<file path="src/rtl/jtag_pkg.sv">
// JTAG master shared types: TAP state encoding, command opcodes, standard instructions, sequence helpers.
// Purely combinational helpers; no latency and no flow control live here.
package jtag_pkg;

  typedef enum logic [3:0] {
    TAP_TLR, TAP_RTI, TAP_SEL_DR, TAP_CAP_DR, TAP_SHIFT_DR, TAP_EXIT1_DR, TAP_PAUSE_DR, TAP_EXIT2_DR,
    TAP_UPD_DR, TAP_SEL_IR, TAP_CAP_IR, TAP_SHIFT_IR, TAP_EXIT1_IR, TAP_PAUSE_IR, TAP_EXIT2_IR, TAP_UPD_IR
  } tap_state_t;

  typedef enum logic [1:0] {
    OP_TAP_RESET = 2'b00, OP_IR_SCAN = 2'b01, OP_DR_SCAN = 2'b10, OP_RSVD = 2'b11
  } cmd_op_t;

  typedef enum logic [1:0] {M_IDLE, M_RUN, M_FIN} mst_state_t;

  typedef struct packed {
    cmd_op_t    op;
    logic [7:0] len;
  } cmd_t;

  localparam logic [3:0] BYPASS  = 4'hF;
  localparam logic [3:0] SAMPLE  = 4'h1;
  localparam logic [3:0] EXTEST  = 4'h2;
  localparam logic [3:0] INTEST  = 4'h3;
  localparam logic [3:0] RUNBIST = 4'h4;
  localparam logic [3:0] CLAMP   = 4'h5;
  localparam logic [3:0] IDCODE  = 4'h7;
  localparam logic [3:0] USERCODE = 4'h8;
  localparam logic [3:0] HIGHZ   = 4'h9;

  function automatic logic is_scan(cmd_op_t op);
    return (op == OP_IR_SCAN) || (op == OP_DR_SCAN);
  endfunction

  // TCK cycles spent walking from Run-Test/Idle into the shift state
  function automatic logic [7:0] pre_len(cmd_op_t op);
    return (op == OP_IR_SCAN) ? 8'd4 : 8'd3;
  endfunction

  function automatic logic [7:0] total_len(cmd_op_t op, logic [7:0] len);
    case (op)
      OP_TAP_RESET: return 8'd6;
      OP_IR_SCAN:   return len + 8'd6;
      OP_DR_SCAN:   return len + 8'd5;
      default:      return 8'd0;
    endcase
  endfunction

  function automatic logic is_shift(cmd_op_t op, logic [7:0] len, logic [7:0] k);
    return is_scan(op) && (k >= pre_len(op)) && (k < pre_len(op) + len);
  endfunction

  function automatic logic tms_at(cmd_op_t op, logic [7:0] len, logic [7:0] k);
    logic [7:0] p;
    p = pre_len(op);
    case (op)
      OP_TAP_RESET:           return k < 8'd5;
      OP_IR_SCAN, OP_DR_SCAN: return (k < p - 8'd2) || ((k >= p + len - 8'd1) && (k <= p + len));
      default:                return 1'b0;
    endcase
  endfunction

  function automatic tap_state_t tap_next(tap_state_t s, logic tms);
    case (s)
      TAP_TLR:      return tms ? TAP_TLR      : TAP_RTI;
      TAP_RTI:      return tms ? TAP_SEL_DR   : TAP_RTI;
      TAP_SEL_DR:   return tms ? TAP_SEL_IR   : TAP_CAP_DR;
      TAP_CAP_DR:   return tms ? TAP_EXIT1_DR : TAP_SHIFT_DR;
      TAP_SHIFT_DR: return tms ? TAP_EXIT1_DR : TAP_SHIFT_DR;
      TAP_EXIT1_DR: return tms ? TAP_UPD_DR   : TAP_PAUSE_DR;
      TAP_PAUSE_DR: return tms ? TAP_EXIT2_DR : TAP_PAUSE_DR;
      TAP_EXIT2_DR: return tms ? TAP_UPD_DR   : TAP_SHIFT_DR;
      TAP_UPD_DR:   return tms ? TAP_SEL_DR   : TAP_RTI;
      TAP_SEL_IR:   return tms ? TAP_TLR      : TAP_CAP_IR;
      TAP_CAP_IR:   return tms ? TAP_EXIT1_IR : TAP_SHIFT_IR;
      TAP_SHIFT_IR: return tms ? TAP_EXIT1_IR : TAP_SHIFT_IR;
      TAP_EXIT1_IR: return tms ? TAP_UPD_IR   : TAP_PAUSE_IR;
      TAP_PAUSE_IR: return tms ? TAP_EXIT2_IR : TAP_PAUSE_IR;
      TAP_EXIT2_IR: return tms ? TAP_UPD_IR   : TAP_SHIFT_IR;
      TAP_UPD_IR:   return tms ? TAP_SEL_DR   : TAP_RTI;
      default:      return TAP_TLR;
    endcase
  endfunction

endpackage

</file>
<file path="src/rtl/jtag_tck_gen.sv">
// TCK divider: CLK_DIV clk low then CLK_DIV clk high; rise/fall strobes mark the clk edge where TCK toggles.
// Idles low with the counter cleared whenever en is low, so the first low phase is always full length.
module jtag_tck_gen
  import jtag_pkg::*;
#(
  parameter int CLK_DIV = 5
) (
  input  logic clk,
  input  logic TRST,
  input  logic en,
  output logic tck,
  output logic rise,
  output logic fall
);

  localparam logic [7:0] LAST = 8'(CLK_DIV - 1);

  logic [7:0] cnt_q;
  logic       tck_q;

  always_ff @(posedge clk or negedge TRST) begin
    if (!TRST) begin
      cnt_q <= 8'd0;
      tck_q <= 1'b0;
    end else if (!en) begin
      cnt_q <= 8'd0;
      tck_q <= 1'b0;
    end else if (cnt_q == LAST) begin
      cnt_q <= 8'd0;
      tck_q <= ~tck_q;
    end else begin
      cnt_q <= cnt_q + 8'd1;
    end
  end

  assign rise = en && (cnt_q == LAST) && !tck_q;
  assign fall = en && (cnt_q == LAST) && tck_q;
  assign tck  = tck_q;

endmodule

</file>
<file path="src/rtl/jtag_master.sv">
// JTAG master: runs TAP reset / IR scan / DR scan commands; done pulses 1 clk after the last TCK fall.
// One command in flight; cmd_ready only in idle. TDO capture built only with JTAG_MASTER_TDO_CAPTURE_EN.
module jtag_master
  import jtag_pkg::*;
#(
  parameter int CLK_DIV = 5,
  parameter int MAX_LEN = 32
) (
  input  logic               clk,
  input  logic               TRST,
  input  logic               cmd_valid,
  output logic               cmd_ready,
  input  logic [1:0]         cmd_op,
  input  logic [5:0]         cmd_len,
  input  logic [MAX_LEN-1:0] cmd_wdata,
  output logic               done,
  output logic [MAX_LEN-1:0] rdata,
  output logic               busy,
  output logic               TCK,
  output logic               TMS,
  output logic               TDI,
  input  logic               TDO
);

  mst_state_t         state_q, state_d;
  cmd_t               cmd_q;
  tap_state_t         tap_q;
  logic [7:0]         total_q, k_q, k_nxt, len_eff;
  logic [MAX_LEN-1:0] wsh_q;
  logic               rise, fall, accept, last;
  logic               pwr_q, done_q, tms_q, tdi_q;

  jtag_tck_gen #(.CLK_DIV(CLK_DIV)) u_tck_gen (
    .clk  (clk),
    .TRST (TRST),
    .en   (state_q == M_RUN),
    .tck  (TCK),
    .rise (rise),
    .fall (fall)
  );

  always_comb begin
    if (cmd_len == 6'd0)                      len_eff = 8'd1;
    else if ({2'b00, cmd_len} > 8'(MAX_LEN))  len_eff = 8'(MAX_LEN);
    else                                      len_eff = {2'b00, cmd_len};
  end

  assign k_nxt = k_q + 8'd1;
  assign last  = (k_q == total_q - 8'd1);

  always_ff @(posedge clk or negedge TRST) begin
    if (!TRST) state_q <= M_RUN;
    else       state_q <= state_d;
  end

  // The reserved opcode skips the TCK engine entirely and completes via M_FIN.
  always_comb begin
    state_d = state_q;
    accept  = 1'b0;
    case (state_q)
      M_IDLE: if (cmd_valid) begin
        accept  = 1'b1;
        state_d = (cmd_op_t'(cmd_op) == OP_RSVD) ? M_FIN : M_RUN;
      end
      M_RUN:   if (fall && last) state_d = M_FIN;
      M_FIN:   state_d = M_IDLE;
      default: state_d = M_IDLE;
    endcase
  end

  // Out of reset the sequencer is already loaded with a TAP reset flagged as power-up (no done).
  always_ff @(posedge clk or negedge TRST) begin
    if (!TRST) begin
      cmd_q.op  <= OP_TAP_RESET;
      cmd_q.len <= 8'd0;
      total_q   <= 8'd6;
      k_q       <= 8'd0;
      tms_q     <= 1'b1;
      tdi_q     <= 1'b0;
      wsh_q     <= '0;
      pwr_q     <= 1'b1;
      done_q    <= 1'b0;
      tap_q     <= TAP_TLR;
    end else begin
      done_q <= 1'b0;
      if (accept) begin
        cmd_q.op  <= cmd_op_t'(cmd_op);
        cmd_q.len <= len_eff;
        total_q   <= total_len(cmd_op_t'(cmd_op), len_eff);
        k_q       <= 8'd0;
        tms_q     <= tms_at(cmd_op_t'(cmd_op), len_eff, 8'd0);
        tdi_q     <= 1'b0;
        wsh_q     <= cmd_wdata;
      end
      if (state_q == M_RUN && rise) tap_q <= tap_next(tap_q, tms_q);
      if (state_q == M_RUN && fall) begin
        if (last) begin
          tms_q <= 1'b0;
          tdi_q <= 1'b0;
        end else begin
          k_q   <= k_nxt;
          tms_q <= tms_at(cmd_q.op, cmd_q.len, k_nxt);
          if (is_shift(cmd_q.op, cmd_q.len, k_nxt)) begin
            tdi_q <= wsh_q[0];
            wsh_q <= wsh_q >> 1;
          end else begin
            tdi_q <= 1'b0;
          end
        end
      end
      if (state_q == M_FIN) begin
        pwr_q  <= 1'b0;
        done_q <= !pwr_q;
      end
    end
  end

  assign cmd_ready = (state_q == M_IDLE);
  assign busy      = !cmd_ready;
  assign done      = done_q;
  assign TMS       = tms_q;
  assign TDI       = tdi_q;

`ifdef JTAG_MASTER_TDO_CAPTURE_EN
  logic [MAX_LEN-1:0] cap_q, rdata_q;
  logic [7:0]         align;

  // Bits enter at the top; the final right shift puts the first captured bit at rdata[0].
  assign align = 8'(MAX_LEN) - cmd_q.len;

  always_ff @(posedge clk or negedge TRST) begin
    if (!TRST) begin
      cap_q   <= '0;
      rdata_q <= '0;
    end else begin
      if (accept)
        cap_q <= '0;
      else if (state_q == M_RUN && rise && is_shift(cmd_q.op, cmd_q.len, k_q))
        cap_q <= {TDO, cap_q[MAX_LEN-1:1]};
      if (state_q == M_FIN && !pwr_q && is_scan(cmd_q.op))
        rdata_q <= cap_q >> align;
    end
  end

  assign rdata = rdata_q;
`else
  logic unused_tdo;
  assign unused_tdo = TDO;
  assign rdata      = '0;
`endif

endmodule

</file>
<file path="config.mk">
export PLATFORM = sky130hd
export DESIGN_NAME = jtag_master
export DESIGN_NICKNAME = d
export VERILOG_FILES = /design/src/rtl/jtag_pkg.sv /design/src/rtl/jtag_tck_gen.sv /design/src/rtl/jtag_master.sv
export SDC_FILE = /design/constraint.sdc
export NUM_CORES = 1
export LEC_CHECK = 0
export CAP_MARGIN = 30
export CORE_UTILIZATION = 49
export DETAILED_ROUTE_END_ITERATION = 10
export PLACE_DENSITY = 0.81
export SETUP_SLACK_MARGIN = 0.05
export SYNTH_ARGS = -nofsm -noshare
export SYNTH_HDL_FRONTEND = slang
export SYNTH_SLANG_ARGS = --single-unit
export TNS_END_PERCENT = 30
</file>
<file path="constraint.sdc">
create_clock -name clk -period 3.8 [get_ports clk]
set_input_delay 0.76 -clock clk [delete_from_list [all_inputs] [get_ports clk]]
set_output_delay 0.76 -clock clk [all_outputs]
set_load 0.03 [all_outputs]
</file>
## Yosys cells after proc, flatten, opt, wreduce, memory -nomap -nowiden

Index checks and enable logic that the tools add are counted.

| cells by class | value |
|---|---|
| add/subtract/negate cells | 11 |
| $lt $le $gt $ge | 10 |
| equality and inequality tests | 12 |
| multiplexer cells | 32 |
| bitwise logic cells | 1 |
| reductions and logical operators | 21 |

Operators with widths:

| kind | number |
|---|---|
| $mux 32 | 4 |
| $mux 8 | 6 |
| $pmux 8 s3 | 1 |
| $sub 8x1->8 const B | 3 |
| $add 3x8->8 | 2 |
| $add 8x1->8 const B | 2 |
| $add 8x3->8 const B | 2 |
| $ge 8x8->1 | 2 |
| $lt 8x8->1 | 2 |
| $mux 1 | 12 |
| $eq 2x2->1 const B | 4 |
| $eq 8x3->1 const B | 1 |
| $eq 8x8->1 | 1 |
| $ge 1x8->1 const A | 1 |
| $le 1x8->1 const A | 1 |
| $le 8x8->1 | 1 |
| $logic_and 1x1->1 | 8 |
| $lt 1x8->1 const A | 1 |
| $lt 8x3->1 const B | 1 |
| $sub 8x2->8 const B | 1 |
| $eq 2x1->1 const B | 3 |
| $gt 6x6->1 const B | 1 |
| $logic_not 2->1 | 3 |
| $logic_not 6->1 | 1 |
| other kinds (13) | 23 |

| storage, ports and cells | value |
|---|---|
| bits in registers | 73 |
| input port bits | 44 |
| logic and storage cells | 99 |

## Logic depth before layout (Yosys ltp)

Gate-level depths: netlist of run 1.

| logic depth | value |
|---|---|
| word-level depth | 11 |
| gate-level depth with buffers | 18 |
| mapped depth without buffers | 18 |

## By module

A second synthesis of run 1 with hierarchy kept.

| unflattened totals | value |
|---|---|
| cells, all modules | 563 |
| area, all modules | 4873.4 sq um |

Modules (own cells, without submodules):

| module | instances | cells each | area an instance (sq um) | seq. area each (sq um) |
|---|---|---|---|---|
| jtag_master | 1 | 515 | 4415.5 | 1532.7 |
| jtag_tck_gen | 1 | 48 | 457.9 | 225.2 |

## Worst setup path before layout of run 1

No wires, ideal clock.

| timing path | value |
|---|---|
| path kind | register to register |
| from | reg cmd_q[8] in the netlist's numbering |
| to | reg wsh_q[10] |
| library setup time | 0.125 ns |
| data arrival time | 3.541 ns |
| setup slack | 0.133 ns |
| stages on the path, launching flop included | 17 |
| path through | dfrtp_1 -> ha_1 -> inv_1 -> ha_1 -> a21o_1 -> a21oi_1 -> xnor2_1 -> inv_1 -> ha_1 -> a21oi_1 -> a21oi_1 -> a2111oi_2 -> nand2_1 -> a311o_1 -> buf_6 -> buf_8 -> mux2_4 |

| between the ends | value |
|---|---|
| longest elaborated chain between the ends | 8 |
| elaborated cells on any way between the ends | 12 |

RTL lines:

| element | RTL line | RTL |
|---|---|---|
| start, declared | jtag_master.sv:26 | `cmd_t cmd_q;` |
| $eq 2x1->1 | jtag_pkg.sv:32, jtag_pkg.sv:37 |  |
| $mux 3 | jtag_pkg.sv:37 | `return (op == OP_IR_SCAN) ? 8'd4 : 8'd3;` |
| $add 3x8->8 / $ge 8x8->1 (equally long branches) | jtag_pkg.sv:50 | `return is_scan(op) && (k >= pre_len(op)) && (k < pre_len(op) + len);` |
| $lt 8x8->1 / $logic_and 1x1->1 (equally long branches) | jtag_pkg.sv:50 |  |
| $logic_and 1x1->1 * | jtag_pkg.sv:50 |  |
| $mux 32 * | jtag_master.sv:103 | `if (is_shift(cmd_q.op, cmd_q.len, k_nxt)) begin` |
| $mux 32 * | jtag_master.sv:97 | `if (last) begin` |
| $mux 32 * | jtag_master.sv:96 | `if (state_q == M_RUN && fall) begin` |
| end signal, assigned | jtag_master.sv:93 | `wsh_q <= cmd_wdata;` |
| end signal, assigned | jtag_master.sv:105 | `wsh_q <= wsh_q >> 1;` |
| end, declared | jtag_master.sv:29 | `logic [MAX_LEN-1:0] wsh_q;` |

Every way passes the cells marked *; elsewhere a longest branch is shown, timed or not.
A chain may end at the register's enable or synchronous reset.

## Final worst setup path of run 1

| timing path | value |
|---|---|
| from | reg cmd_q[9] in the netlist's numbering |
| to | reg wsh_q[28] |

Same word-level chain as after synthesis.

==> results.toml, run 1 <==
[outcome]
status = "finished clean"

[routing]
drc = 0
vias_per_cell = 5.19
drtPass1Iterations = 4
wirelength_mm = 10.4
dr.first_iter.drc_count = 220
vias = 3879
post_drt_wl_per_cell_um = 13.9
ant_nets = 0

[floorplan]
coreArea_sq_mm = 0.00977
die_w_um = 102
initial_utilization = 0.505
ios = 82
die-area_sq_mm = 0.0105
core.rowCount = 36
fp.dieH_um = 102

[final_layout]
stdcell_area_sq_mm = 0.00579
fin_util = 0.592
antenna_cells = 0
final_nets = 688
area_delta_synth_final_pct = 17.4
drive_above_1_share = 0.156

[power]
power_mw = 4.07
peakVddDrop_v = 0.000284
p_leak_nw = 2.89
p_per_area_mw_per_mm2 = 703

[worst_setup_path]
reg2reg_depth = 15
critical_path_class = "reg -> reg"
cp_num_buf_inv = 4
r2r_slack_ns = 0.09
cp_cell_sequence = "inv_2 -> ha_4 -> inv_2 -> ha_2 -> fa_1 -> inv_1 -> ha_1 -> nor2b_1 -> o211ai_1 -> a21oi_2 -> a2111oi_2 -> nand2_1 -> a311o_2 -> clkbuf_16 -> mux2_4"
cp_slowest_cell = "fa_1"
cp_slowest_stage_delay_ns = 0.50
critPathMaxFanout = 8
timing.rr.start = "cmd_q[9]"
required_ns = 4.04
end_kind = "register"
crit_top_cell = "inv_2"
reg2reg_to = "wsh_q[28]"
worst_setup_path_start_kind = "register"
path_delay_family = "compound AO/OA/AOI/OAI gates"
worstPathArrival_ns = 3.95

[synthesis]
ys_seq_elements = 70
yosysSeqAreaShare = 0.356
yosysUniqueCellTypes = 59
synth-edff-count = 0
synthesis.area_sq_mm = 0.00493
synthFlopType = "dfrtp_1"
postSynthCellCount = 553
yosys_warnings = 0
synth.avg_cell_area_sq_um = 8.92
async_reset_ff_frac = 1.00

[place]
gp_congestion = 0.837
detailedPlacementHpwl_mm = 7.30
portBuffers = 48
dpl_cell_area_sq_mm = 0.00545

[global_route]
grt_pass1_wl_mm = 16.5
grt-ovfl-total = 0
grt_pass1_vias = 3609
grt_util_all_layers = 0.201
grt_start_max_net_pins = 50
antenna_found_initial = 0

[sta]
whs_ns = 0.350
finalSetupViolCount = 0
rsz0062_at_grt = "no"
finalHoldViolCount = 0
clock.fmax_mhz = 270
min_period_ns = 3.71
drv_slew = 0
max_slew_margin = 0.579
worst_clock_skew_ns = 0.0136
max_slew.worst_pin.slew_ns = 0.631
period_share = 0.976

[clocking]
cts_root_buf = "clkbuf_8"
clkSlewWorstSetupHoldPaths_ns = 0.08
cts_max_level = 3
clk_latency_ns = 0.35
cts_tree = "yes"
cts.path.max_buffers = 2
cts.sinks = 70
ctsHoldBuffers = 0
cts_made_buffers = 9

[min_path]
hp-class = "in -> async"

[job]
cap_violations = 0
[layout by cell type (no fill, tap or decap), types with 3 or more instances in the layout]
cell	count
nand2_1	131
clkinv_2	3
a21oi_2	3
xnor2_1	16
dfstp_2	5
ha_1	30
nor3_1	7
o211ai_1	3
a21oi_1	7
o21ai_0	31
clkbuf_8	9
nor2b_1	6
buf_4	18
and3_1	4
a21o_1	3
nand3_1	20
a31oi_1	5
dfrtp_1	65
clkdlybuf4s50_1	47
or3_1	3
conb_1	32
xor2_1	16
mux2_2	5
nor2_1	26
nand2b_1	9
inv_1	26
and2_1	3
mux2_4	28
nand4_1	4
[area by class of cell]
class / instances / area [sq um]
fillers: 827 / 3990
multi-input cells: 430 / 2860
flip-flops and latches: 70 / 1760
repair buffers: 71 / 707
well taps: 133 / 166
clock buffers: 10 / 128
inverters: 28 / 105
clock inverters: 6 / 62.6
[registers in the layout (all words and copies together) (netlist names)]
register and cells:
done 1, wsh_q 32, k_q 8, state_q 2, cmd_q 8, total_q 7, pwr_q 1, TMS 1
u_tck_gen.cnt_q 8, TDI 1, u_tck_gen.tck 1
[through the flow]
step	setup TNS, ns	worst slack (ns)	cells
floorplan	0	0.133	584
global placement	0	0.0709	723
detailed placement	-1.31	-0.0511	724
CTS	0	0.0667	742
global route	0	0.0107	748
finish	0	0.0925	748
[worst register-to-register path, stage by stage, from the launching register on]
cell and delay (ns):
dfrtp_1 0.39, inv_2 0.09, ha_4 0.13, inv_2 0.05, ha_2 0.18, fa_1 0.50
inv_1 0.07, ha_1 0.29, nor2b_1 0.14, o211ai_1 0.20, a21oi_2 0.09, a2111oi_2 0.44
nand2_1 0.09, a311o_2 0.42, clkbuf_16 0.22, mux2_4 0.30
[power breakdown]
| part | switching (mW) | internal (mW) | total (mW) |
|---|---|---|---|
| Sequential | 0.227 | 1.03 | 1.26 |
| Combinational | 1.12 | 1.10 | 2.22 |
| Clock | 0.290 | 0.302 | 0.593 |
| Total | 1.63 | 2.44 | 4.07 |
[synth_stat cells (all sizes together), types with 7 or more instances]
master  instances  share of area
xor2           16          0.028
clkbuf         17          0.014
nand3          20          0.020
buf            39          0.062
o21ai          32          0.033
xnor2          18          0.032
dfrtp          65           0.33
mux2           33          0.097
inv            28          0.021
ha             33          0.084
nor3            7         0.0071
a21oi          10          0.011
nor2           26          0.020
nand2         131           0.10
nand2b         10          0.013
[cells by family after synthesis]
group,after synthesis,synth area share
mux,34,0.0987
flops,70,0.356
simple gates,226,0.206
other cells,1,0.000760
xor+xnor,34,0.0604
fa+ha+maj,34,0.0878
buf+inv,84,0.0972
compound gates,70,0.0928
[routing by layer]
layer / GRT usage / vias to the layer above / routed length (um) / part of all wire
met5: 0 / - / 0 / 0
met4: 0.0714 / 0 / 195 / 0.019
met3: 0.0390 / 20 / 367 / 0.035
met2: 0.325 / 90 / 5080 / 0.49
met1: 0.268 / 1866 / 4730 / 0.46
li1: - / 1903 / - / -
[worst max path at each step]
stage / from / endpoint / slack [ns] / cells after the start
final: cmd_q[9] / wsh_q[28] / 0.09 / 15
after detailed placement: cmd_q[9] / wsh_q[22] / -0.05 / 16
after global placement: cmd_q[9] / wsh_q[24] / 0.07 / 16
after floorplan: cmd_q[8] / wsh_q[10] / 0.13 / 16
after CTS: cmd_q[9] / wsh_q[27] / 0.07 / 16
after global routing: cmd_q[9] / wsh_q[10] / 0.01 / 15
[timing repair]
item | CTS | global route
cloned | 0 | 3
buffers inserted | 2 | 3
hold endpoints to repair | 0 | 0
pin swaps | 1 | 5
endpoints found under the setup margin | 31 | 34
gates resized for setup | 1 | 9
Note: power is estimated with default switching activity, not from simulation.
==> inputs of run 2 (changes only) <==
--- a/config.mk
+++ b/config.mk
@@ -8,7 +8,7 @@
 export CAP_MARGIN = 30
 export CORE_UTILIZATION = 49
 export DETAILED_ROUTE_END_ITERATION = 10
-export PLACE_DENSITY = 0.81
+export PLACE_DENSITY = 0.77
 export SETUP_SLACK_MARGIN = 0.05
 export SYNTH_ARGS = -nofsm -noshare
 export SYNTH_HDL_FRONTEND = slang
==> run 2 against run 1 <==
  * Routed wire length is 0.91% higher
  * Global-route usage increased by 0.56 points
  * Via count shrank 0.41%
  * Count of clock-buffer cells in the layout up 2
  * Sequential share of layout area down 0.35 points
  * First-iteration DRC count shrank 30%
  * Register-to-register slack improved by 0.04 ns
  * Cell area up 1.2%
  * Critical path depth did not move
  * Core utilization is 0.69 points higher
  * Setup slack better by 0.042 ns
  * Maximum frequency increased by 1.1%
  * Highest routed layer unchanged
==> results.toml, run 2 (same netlist as run 1, synthesis figures left out) <==
[clocking]
cts_root_buf = "clkbuf_8"
clk_latency_ns = 0.36
cts_made_buffers = 9
cts.sinks = 70
cts_tree = "yes"
cts.path.max_buffers = 2
clkSlewWorstSetupHoldPaths_ns = 0.08
cts_max_level = 3

[place]
portBuffers = 48
dpl_cell_area_sq_mm = 0.00547
dp_slack_ns = -0.0573
gp_congestion = 0.848
detailedPlacementHpwl_mm = 7.47

[final_layout]
final_nets = 687
drive_above_1_share = 0.166
antenna_cells = 0
stdcell_area_sq_mm = 0.00586
seqCellArea_sq_mm = 0.00176
layout_common_cells = "nand2_1, dfrtp_1, clkdlybuf4s50_1, conb_1, o21ai_0"
final_common_cell = "nand2_1"
multiInputGateArea_sq_mm = 0.00291
regMostFlops = "wsh_q"
num-fill-cells = 826
fin_util = 0.599
area_delta_synth_final_pct = 18.7
largest_reg_flops = 32

[worst_setup_path]
reg2reg_to = "wsh_q[14]"
required_ns = 4.04
r2r_slack_ns = 0.13
end_kind = "register"
worst_setup_path_start_kind = "register"
timing.rr.start = "cmd_q[9]"
cp_cell_sequence = "inv_2 -> ha_4 -> inv_4 -> ha_4 -> fa_1 -> inv_2 -> ha_4 -> nor2b_4 -> o211ai_1 -> a21oi_2 -> a2111oi_4 -> nand2_1 -> a311o_2 -> clkbuf_16 -> mux2_4"
startpoint = "cmd_q[9]"
crit_top_cell = "ha_4"
critical_path_class = "reg -> reg"
worstPathArrival_ns = 3.90
critPathCapture = "wsh_q[14]"
reg2reg_depth = 15
cp_slowest_cell = "fa_1"
critPathMaxFanout = 8
cp_slowest_stage_delay_ns = 0.55

[global_route]
grt_util_all_layers = 0.206
grt_start_max_net_pins = 35
grt_pass1_vias = 3697
grt-ovfl-total = 0
antenna_found_initial = 0
grt_pass1_wl_mm = 16.8

[sta]
worst_clock_skew_ns = 0.0138
clock.fmax_mhz = 273
rsz0062_at_grt = "yes"
finalSetupViolCount = 0
period_share = 0.965
max_slew.worst_pin.slew_ns = 0.785
whs_ns = 0.462
max_slew_margin = 0.477
setup_slack_ns = 0.134
finalHoldViolCount = 0
min_period_ns = 3.67
drv_slew = 0

[power]
p_per_area_mw_per_mm2 = 718
p_leak_nw = 2.91
p_clk_frac = 0.147
p_seq_frac = 0.300
power_mw = 4.20
sw_frac_of_total = 0.394
internal_power_mw = 2.55
p_comb_frac = 0.553
power_switching_mw = 1.66
peakVddDrop_v = 0.000416

[routing]
drc = 0
drtPass1Iterations = 4
vias_per_cell = 5.17
dr.first_iter.drc_count = 153
post_drt_wl_per_cell_um = 14.0
wirelength_mm = 10.5
vias = 3863
ant_nets = 0

[min_path]
hp-class = "in -> async"

[floorplan]
die-area_sq_mm = 0.0105
initial_utilization = 0.505
ios = 82
die_w_um = 102
fp.dieH_um = 102
core.rowCount = 36
coreArea_sq_mm = 0.00977

[outcome]
status = "finished clean"

[job]
cap_violations = 0
-- run 2: cell count changes in the layout (fill, tap and decap cells not counted), sizes merged --
cell / previous run / this run
clkinv: 5 / 3
clkbuf: 12 / 13
-- run 2: routing by layer --
metal | vias to the layer above | track usage | share of wire
met4 | 0 | 0.0791 | 0.020
li1 | 1899 | - | -
met3 | 22 | 0.0404 | 0.027
met2 | 70 | 0.356 | 0.50
met1 | 1872 | 0.255 | 0.45
met5 | - | 0 | 0
-- run 2: worst max-delay path: cells and delay by family (launching register included) --
family,cells,cell delay [ns]
AO/OA/AOI/OAI,4,1.18
adder cells (fa/ha/maj),4,1.05
buffers and inverters,4,0.42
flip-flops,1,0.39
multiplexers,1,0.30
AND/OR/NAND/NOR,2,0.21
-- run 2: power by group through the flow --
stage	sequential, mW	clock, mW	combinational (mW)
floorplan	1.21	0	1.61
global placement	1.24	0	1.99
detailed placement	1.26	0	2.08
CTS	1.25	0.629	2.15
global route	1.29	0.657	2.58
finish	1.26	0.617	2.33
-- run 2: metrics by stage --
| step | TNS (ns) | std cells |
|---|---|---|
| 2_1_floorplan | 0 | 584 |
| 3_3_place_gp | 0 | 724 |
| 3_5_place_dp | -1.48 | 725 |
| 4_1_cts | 0 | 744 |
| 5_1_grt | -0.917 | 747 |
| 6_report | 0 | 747 |
-- run 2: area by class of cell --
class,instances,share of cell area
clock inverter,4,0.00769
timing repair buffer,70,0.121
multi-input combinational,430,0.498
inverter,28,0.0184
clock buffer,12,0.0265
sequential,70,0.300
tap,133,0.0284
-- run 2: how the worst min path moves through the flow --
stage	startpoint	endpoint
6_report	TRST	wsh_q[16]
5_1_grt	pwr_q	done
4_1_cts	TRST	wsh_q[16]
3_5_place_dp	pwr_q	done
2_1_floorplan	cmd_q[0]	cmd_q[0]
3_3_place_gp	pwr_q	done
-- run 2: timing repair --
action | in CTS | in global routing
endpoints found under the setup margin | 31 | 33
resized for setup | 6 | 15
pin swaps | 3 | 13
hold buffers | 0 | 0
gates cloned | 1 | 1
setup buffers | 2 | 2
